File: config.mk
export PLATFORM = sky130hd
export DESIGN_NAME = sd_init_ctrl
export DESIGN_NICKNAME = d
export VERILOG_FILES = /design/src/rtl/sd_pkg.sv /design/src/rtl/sd_resp_rx.sv /design/src/rtl/sd_init_ctrl.sv
export SDC_FILE = /design/constraint.sdc
export NUM_CORES = 1
export LEC_CHECK = 0
export CAP_MARGIN = 5
export CORE_MARGIN = 10
export CORE_UTILIZATION = 39
export DETAILED_ROUTE_END_ITERATION = 8
export SKIP_CTS_REPAIR_TIMING = 1
export SYNTH_ARGS = -nofsm -noshare
export SYNTH_HDL_FRONTEND = slang
export SYNTH_SLANG_ARGS = --single-unit
File: constraint.sdc
create_clock -name sd_clk -period 2.2 [get_ports sd_clk]
set_clock_uncertainty 0.05 [all_clocks]
set_input_delay 0.33 -clock sd_clk [delete_from_list [all_inputs] [get_ports sd_clk]]
set_output_delay 0.33 -clock sd_clk [all_outputs]
set_load 0.03 [all_outputs]
File: src/rtl/sd_pkg.sv
// Shared definitions for the SD-card SPI initialisation controller:
// FSM encoding, command frames, error codes and response-capture status.
package sd_pkg;

  typedef enum logic [3:0] {
    ST_IDLE,
    ST_POWERUP,
    ST_SEND,
    ST_WAIT_RESP,
    ST_RECV,
    ST_GAP,
    ST_CHECK,
    ST_DONE,
    ST_ERROR
  } state_e;

  typedef enum logic [1:0] {
    CMD_GO_IDLE,   // CMD0
    CMD_IF_COND,   // CMD8
    CMD_APP,       // CMD55
    CMD_SD_OP      // ACMD41
  } cmd_e;

  typedef enum logic [2:0] {
    ERR_NONE    = 3'd0,
    ERR_CMD0    = 3'd1,
    ERR_CMD8    = 3'd2,
    ERR_ACMD41  = 3'd3,
    ERR_TIMEOUT = 3'd4
  } err_e;

  // Start bit seen, wait timed out, last response bit being sampled.
  typedef struct packed {
    logic start;
    logic timeout;
    logic last;
  } rx_stat_t;

  localparam int FRAME_BITS = 48;
  localparam int R1_BITS    = 8;
  localparam int R7_BITS    = 40;
  localparam int GAP_CLKS   = 8;

  // Full frames including start/transmission bits and CRC7 + end bit.
  localparam logic [47:0] FRAME_CMD0   = 48'h40_0000_0000_95;
  localparam logic [47:0] FRAME_CMD8   = 48'h48_0000_01AA_87;
  localparam logic [47:0] FRAME_CMD55  = 48'h77_0000_0000_65;
  localparam logic [47:0] FRAME_ACMD41 = 48'h69_4000_0000_77;

  function automatic logic [47:0] cmd_frame(input cmd_e c);
    logic [47:0] f;
    case (c)
      CMD_GO_IDLE: f = FRAME_CMD0;
      CMD_IF_COND: f = FRAME_CMD8;
      CMD_APP:     f = FRAME_CMD55;
      default:     f = FRAME_ACMD41;
    endcase
    return f;
  endfunction

endpackage

File: src/rtl/sd_resp_rx.sv
// Response capture: hunts for the start bit within NCR_MAX cycles, then
// shifts in an 8-bit R1 or a 40-bit R7, MSB first.
module sd_resp_rx
  import sd_pkg::*;
#(
  parameter int NCR_MAX = 16
) (
  input  logic        clk,
  input  logic        rst,
  input  logic        wait_en,
  input  logic        recv_en,
  input  logic        long_resp,
  input  logic        miso,
  output rx_stat_t    stat,
  output logic [39:0] resp
);

  localparam int CNT_MAX = (NCR_MAX > R7_BITS) ? NCR_MAX : R7_BITS;
  localparam int CW      = $clog2(CNT_MAX + 1);

  logic [CW-1:0] cnt_q, cnt_d, len_m1;
  logic [39:0]   shift_q, shift_d;

  assign len_m1 = long_resp ? CW'(R7_BITS - 1) : CW'(R1_BITS - 1);

  always_comb begin
    cnt_d   = '0;
    shift_d = shift_q;
    stat    = '0;
    // The final bit is still on miso during the last cycle, so fold it in here.
    resp    = long_resp ? {shift_q[38:0], miso} : {32'b0, shift_q[6:0], miso};
    if (wait_en) begin
      if (!miso) begin
        stat.start = 1'b1;
        shift_d    = '0;
        cnt_d      = CW'(1);
      end else begin
        stat.timeout = (cnt_q == CW'(NCR_MAX - 1));
        cnt_d        = cnt_q + 1'b1;
      end
    end else if (recv_en) begin
      shift_d = {shift_q[38:0], miso};
      if (cnt_q == len_m1) stat.last = 1'b1;
      else                 cnt_d     = cnt_q + 1'b1;
    end
  end

  always_ff @(posedge clk) begin
    if (rst) begin
      cnt_q   <= '0;
      shift_q <= '0;
    end else begin
      cnt_q   <= cnt_d;
      shift_q <= shift_d;
    end
  end

endmodule

File: src/rtl/sd_init_ctrl.sv
// SD-card SPI-mode initialisation sequencer: power-up clocks, CMD0, CMD8,
// then CMD55/ACMD41 pairs until the card leaves idle, with retry/timeout.
module sd_init_ctrl
  import sd_pkg::*;
#(
  parameter int POWERUP_CLKS = 80,
  parameter int NCR_MAX      = 16,
  parameter int CMD0_RETRY   = 8,
  parameter int ACMD41_RETRY = 4095
) (
  input  logic        sd_clk,
  input  logic        rst,
  input  logic        start,
  input  logic        sd_miso,
  output logic        sd_cs,
  output logic        sd_mosi,
  output logic        init_done,
  output logic        init_err,
  output logic [2:0]  err_code,
  output logic [39:0] last_resp
);

  localparam int TMAX = (POWERUP_CLKS > FRAME_BITS) ? POWERUP_CLKS : FRAME_BITS;
  localparam int TW   = $clog2(TMAX + 1);
  localparam int C0W  = $clog2(CMD0_RETRY + 1);

  state_e        state_q, state_d;
  cmd_e          cmd_q, cmd_d;
  err_e          code_q, code_d;
  logic [TW-1:0] tick_q, tick_d;
  logic [C0W-1:0] cmd0_cnt_q, cmd0_cnt_d;
  logic [11:0]   acmd_cnt_q, acmd_cnt_d;
  logic          done_q, done_d, err_q, err_d;
  logic [39:0]   resp_q, resp_d;

  rx_stat_t      rx_stat;
  logic [39:0]   rx_resp;
  logic [47:0]   frame;
  logic [5:0]    bit_idx;
  logic [7:0]    r1;

  sd_resp_rx #(.NCR_MAX(NCR_MAX)) u_rx (
    .clk       (sd_clk),
    .rst       (rst),
    .wait_en   (state_q == ST_WAIT_RESP),
    .recv_en   (state_q == ST_RECV),
    .long_resp (cmd_q == CMD_IF_COND),
    .miso      (sd_miso),
    .stat      (rx_stat),
    .resp      (rx_resp)
  );

  assign frame   = cmd_frame(cmd_q);
  assign bit_idx = 6'(FRAME_BITS - 1) - tick_q[5:0];
  assign r1      = resp_q[7:0];

  assign sd_cs     = !(state_q inside {ST_SEND, ST_WAIT_RESP, ST_RECV});
  assign sd_mosi   = (state_q == ST_SEND) ? frame[bit_idx] : 1'b1;
  assign init_done = done_q;
  assign init_err  = err_q;
  assign err_code  = code_q;
  assign last_resp = resp_q;

  always_comb begin
    state_d    = state_q;
    cmd_d      = cmd_q;
    code_d     = code_q;
    tick_d     = tick_q;
    cmd0_cnt_d = cmd0_cnt_q;
    acmd_cnt_d = acmd_cnt_q;
    done_d     = done_q;
    err_d      = err_q;
    resp_d     = resp_q;
    case (state_q)
      ST_IDLE, ST_DONE, ST_ERROR: begin
        if (start) begin
          state_d    = ST_POWERUP;
          cmd_d      = CMD_GO_IDLE;
          tick_d     = '0;
          cmd0_cnt_d = '0;
          acmd_cnt_d = '0;
          done_d     = 1'b0;
          err_d      = 1'b0;
          code_d     = ERR_NONE;
        end
      end
      ST_POWERUP: begin
        if (tick_q == TW'(POWERUP_CLKS - 1)) begin
          state_d = ST_SEND;
          tick_d  = '0;
        end else begin
          tick_d = tick_q + 1'b1;
        end
      end
      ST_SEND: begin
        if (tick_q == TW'(FRAME_BITS - 1)) begin
          state_d = ST_WAIT_RESP;
          tick_d  = '0;
        end else begin
          tick_d = tick_q + 1'b1;
        end
      end
      ST_WAIT_RESP: begin
        if (rx_stat.start) begin
          state_d = ST_RECV;
        end else if (rx_stat.timeout) begin
          state_d = ST_ERROR;
          err_d   = 1'b1;
          code_d  = ERR_TIMEOUT;
        end
      end
      ST_RECV: begin
        if (rx_stat.last) begin
          state_d = ST_GAP;
          resp_d  = rx_resp;
          tick_d  = '0;
        end
      end
      ST_GAP: begin
        if (tick_q == TW'(GAP_CLKS - 1)) state_d = ST_CHECK;
        else                            tick_d  = tick_q + 1'b1;
      end
      ST_CHECK: begin
        // Every non-terminal outcome sends another frame.
        state_d = ST_SEND;
        tick_d  = '0;
        case (cmd_q)
          CMD_GO_IDLE: begin
            if (r1 == 8'h01) begin
              cmd_d = CMD_IF_COND;
            end else begin
              cmd0_cnt_d = (&cmd0_cnt_q) ? cmd0_cnt_q : cmd0_cnt_q + 1'b1;
              if (int'(cmd0_cnt_q) + 1 >= CMD0_RETRY) begin
                state_d = ST_ERROR;
                err_d   = 1'b1;
                code_d  = ERR_CMD0;
              end
            end
          end
          CMD_IF_COND: begin
            if (resp_q[39:32] == 8'h01 && resp_q[11:0] == 12'h1AA) begin
              cmd_d = CMD_APP;
            end else begin
              state_d = ST_ERROR;
              err_d   = 1'b1;
              code_d  = ERR_CMD8;
            end
          end
          CMD_APP: begin
            if (!r1[7]) begin
              cmd_d = CMD_SD_OP;
            end else begin
              state_d = ST_ERROR;
              err_d   = 1'b1;
              code_d  = ERR_ACMD41;
            end
          end
          default: begin
            if (r1 == 8'h00) begin
              state_d = ST_DONE;
              done_d  = 1'b1;
            end else if (r1 == 8'h01 && int'(acmd_cnt_q) + 1 < ACMD41_RETRY) begin
              cmd_d      = CMD_APP;
              acmd_cnt_d = (&acmd_cnt_q) ? acmd_cnt_q : acmd_cnt_q + 1'b1;
            end else begin
              acmd_cnt_d = (&acmd_cnt_q) ? acmd_cnt_q : acmd_cnt_q + 1'b1;
              state_d    = ST_ERROR;
              err_d      = 1'b1;
              code_d     = ERR_ACMD41;
            end
          end
        endcase
      end
      default: state_d = ST_IDLE;
    endcase
  end

  always_ff @(posedge sd_clk) begin
    if (rst) begin
      state_q    <= ST_IDLE;
      cmd_q      <= CMD_GO_IDLE;
      code_q     <= ERR_NONE;
      tick_q     <= '0;
      cmd0_cnt_q <= '0;
      acmd_cnt_q <= '0;
      done_q     <= 1'b0;
      err_q      <= 1'b0;
      resp_q     <= '0;
    end else begin
      state_q    <= state_d;
      cmd_q      <= cmd_d;
      code_q     <= code_d;
      tick_q     <= tick_d;
      cmd0_cnt_q <= cmd0_cnt_d;
      acmd_cnt_q <= acmd_cnt_d;
      done_q     <= done_d;
      err_q      <= err_d;
      resp_q     <= resp_d;
    end
  end

endmodule

==> out/qor.yml <==
status:
  outcome: "finished with violations"
  violations: "negative setup slack"
synthesis:
  synth_area_um2: 5650
  postSynthRegisterBits: 119
  syn_avg_cell_area_um2: 8.15
  synth_nets: 711
  async_flop_share_pct: 0
  synth-seq-area-share_pct: 42.2
  synth-main-ff-cell: "dfxtp_1"
  synth_edf_count: 0
  synth_cell_types: 74
  yosysWarnings: 0
  syn_inst: 693
sta:
  rsz0062_at_grt: "yes"
  hold_viol_final: 0
  max_freq_mhz: 364
  setup_slack_ns: -0.547
  slew_violations: 0
  finalSetupViolCount: 15
  worstMarginPinSlew_ns: 0.790
  fin_crit_sh_pct: 125
  max_slew_margin_pct: 46.9
  finalCriticalPeriod_ns: 2.75
detailed_routing:
  routed_wl_um: 16400
  post_drt_wl_per_cell_um: 16.1
  dr.pass1.iters: 5
  postRouteAntennaNets: 0
  dr_total_vias: 5588
  vias_per_cell: 5.49
  drt_iter0_markers: 329
  drcViolationCount: 0
clock_network:
  htreeDepth: 4
  clkTransAtPathRegs_ns: 0.05
  cts_max_path_buffers: 2
  cts.sinks: 119
  cts_buffers: 17
  cts_root_buf: "clkbuf_16"
  cts_tree: "yes"
  insertion_delay_ns: 0.41
place:
  place_area_um2: 7060
  port_buffers: 50
  place_congestion: 0.888
  hpwl_um: 11100
  placed_cells: 976
floorplanning:
  fp.coreArea_um2: 14000
  die_h_um: 140
  die_w_um: 140
  fp-row-count: 43
  start_util_pct: 40.2
  io_pins: 51
  dieArea_um2: 19700
finish:
  antenna_cells: 0
  nets: 845
  multiInputGateArea_um2: 3330
  syn_to_final_growth_pct: 42.9
  seq_area_um2: 2400
  final_cells: 1018
  fill_cells: 1263
  stdcell_area_um2: 8070
  drive_above_1_share_pct: 25.5
setup_path:
  worstSetupPathType: "reg -> out"
  reg2reg_to: "err_code[0]$_SDFFE_PP0P_"
  r2r_slack_ns: -0.26
  start_kind: "register"
  cp.arrival_ns: 2.37
  required_ns: 1.82
  endpoint_kind: "output port"
  reg2reg_from: "cmd_q[0]$_SDFFE_PP0P_"
  ff2ff_path_depth: 10
  cp_max_fo: 4
min_path:
  hold_depth: 2
  hold_class: "in -> reg"
  min_to: "u_rx.shift_q[1]$_SDFFE_PP0P_"
  hp-start: "rst"
global_routing:
  overflow: 0
  grt_max_degree: 66
  grt_pass1_wl_um: 26000
  grt.total_usage_pct: 15.7
  grt_pass1_vias: 5253
  antenna_found_initial: 0
power_and_ir_drop:
  ir_worst_vdd_uv: 650
  power.leakage_nw: 2.94
  powerDensity_nw_per_um2: 800
run:
  maxCapViolations: 0
[per-layer routing]
metal	GRT usage [%]	share of wire, %
met5	0	0
met2	25.5	47
met4	5.54	2.2
met1	18.9	45
met3	5.14	6.2
[placed cells by master, fill, tap and decap left out, types with 5 or more instances in the layout]
cell type	netlist	final
a22oi_1	38	38
a31oi_1	7	7
buf_12	0	6
inv_1	16	14
nor2b_1	6	6
nor2_1	73	70
clkbuf_16	0	17
o21ai_0	30	28
or3_1	7	6
dfxtp_1	119	112
ha_1	14	10
and3_1	5	5
mux2i_1	6	6
clkdlybuf4s50_1	0	47
nand2b_1	7	7
a21oi_1	69	67
nand4_1	6	6
nand3_1	45	44
buf_4	1	103
xnor2_1	10	10
nor3_1	13	9
buf_6	1	7
nand2_1	84	84
[cell usage after synthesis, drive strengths merged, types with 4 or more instances]
cell    instances  share of area [%]
dfxtp         119                 42
nand2          84                5.6
nor2           73                4.9
a21oi          69                6.1
nand3          46                4.3
a22oi          38                5.1
clkbuf         38                2.5
o21ai          32                2.8
inv            16                1.1
ha             14                3.1
nor3           14                1.4
buf            11                1.1
xnor2          10                1.6
nor4            9                1.0
a31oi           7               0.78
nand2b          7               0.78
nand4           7                1.0
or3             7               0.78
and3            6               0.69
mux2i           6                1.1
nor2b           6               0.66
or4             6               0.86
o31ai           4               0.53
or4b            4               0.71
xor2            4               0.62
[final cells by class]
cell class / instances / area share, %
clock buffer: 18 / 5.44
tap: 180 / 2.79
timing repair buffer: 164 / 18.1
sequential: 119 / 29.8
multi-input combinational: 509 / 41.2
inverter: 16 / 0.791
clock inverter: 12 / 1.91
[per-stage QoR]
stage / utilization (%) / hold slack, ns / setup slack [ns] / total power, W / TNS, ns
floorplan: - / 0.391 / -0.0602 / 0.00296 / -0.252
global placement: 50.3 / 0.390 / -0.226 / 0.00342 / -2.31
detailed placement: 50.3 / 0.396 / -0.268 / 0.00345 / -3.56
CTS: 54.5 / 0.244 / -0.621 / 0.00624 / -3.32
global route: 57.5 / 0.285 / -0.623 / 0.00670 / -3.34
finish: 57.5 / 0.276 / -0.547 / 0.00645 / -2.07
[worst max-delay path: stages, from the launching register on]
cell and delay, ns:
dfxtp_4 0.39, clkinvlp_4 0.16, ha_4 0.20, o21ai_2 0.10, o31ai_1 0.09, mux2_4 0.29
o2111ai_2 0.18, nand2_1 0.08, a211o_4 0.33, buf_12 0.14
[power by group]
part           leakage [nW]  switching (W)  internal, W
registers             0.963      0.0000505      0.00219
clock network         0.284       0.000994      0.00180
logic                  1.69       0.000725     0.000695
total                  2.94        0.00177      0.00468
[logic make-up after synthesis]
| kind of cell | share of synthesized area, % |
|---|---|
| AOI/OAI and AO/OA | 21.1 |
| xor gates and xnor gates | 2.17 |
| adders and majority gates | 3.10 |
| buffers and inverters | 4.68 |
| DFF | 42.2 |
| muxes | 1.46 |
| and+or+nand+nor | 25.3 |
[how the worst max path moves through the flow]
stage	from	end	slack [ns]	cells after the start
finish	cmd_q[0]$_SDFFE_PP0P_	sd_mosi	-0.55	9
global route	cmd_q[0]$_SDFFE_PP0P_	sd_mosi	-0.62	9
CTS	cmd_q[0]$_SDFFE_PP0P_	sd_mosi	-0.62	9
detailed placement	start	acmd_cnt_q[3]$_SDFFE_PP0P_	-0.27	6
global placement	start	acmd_cnt_q[8]$_SDFFE_PP0P_	-0.23	9
floorplan	acmd_cnt_q[0]$_SDFFE_PP0P_	acmd_cnt_q[3]$_SDFFE_PP0P_	-0.06	8
[flip-flops by register name, indices dropped and copies added (netlist names)]
signal / cells
err_code: 3
init_err: 1
acmd_cnt_q: 12
cmd_q: 2
tick_q: 7
state_q: 4
u_rx.cnt_q: 6
init_done: 1
last_resp: 40
cmd0_cnt_q: 4
u_rx.shift_q: 39
Note: power is estimated with default switching activity, not from simulation.
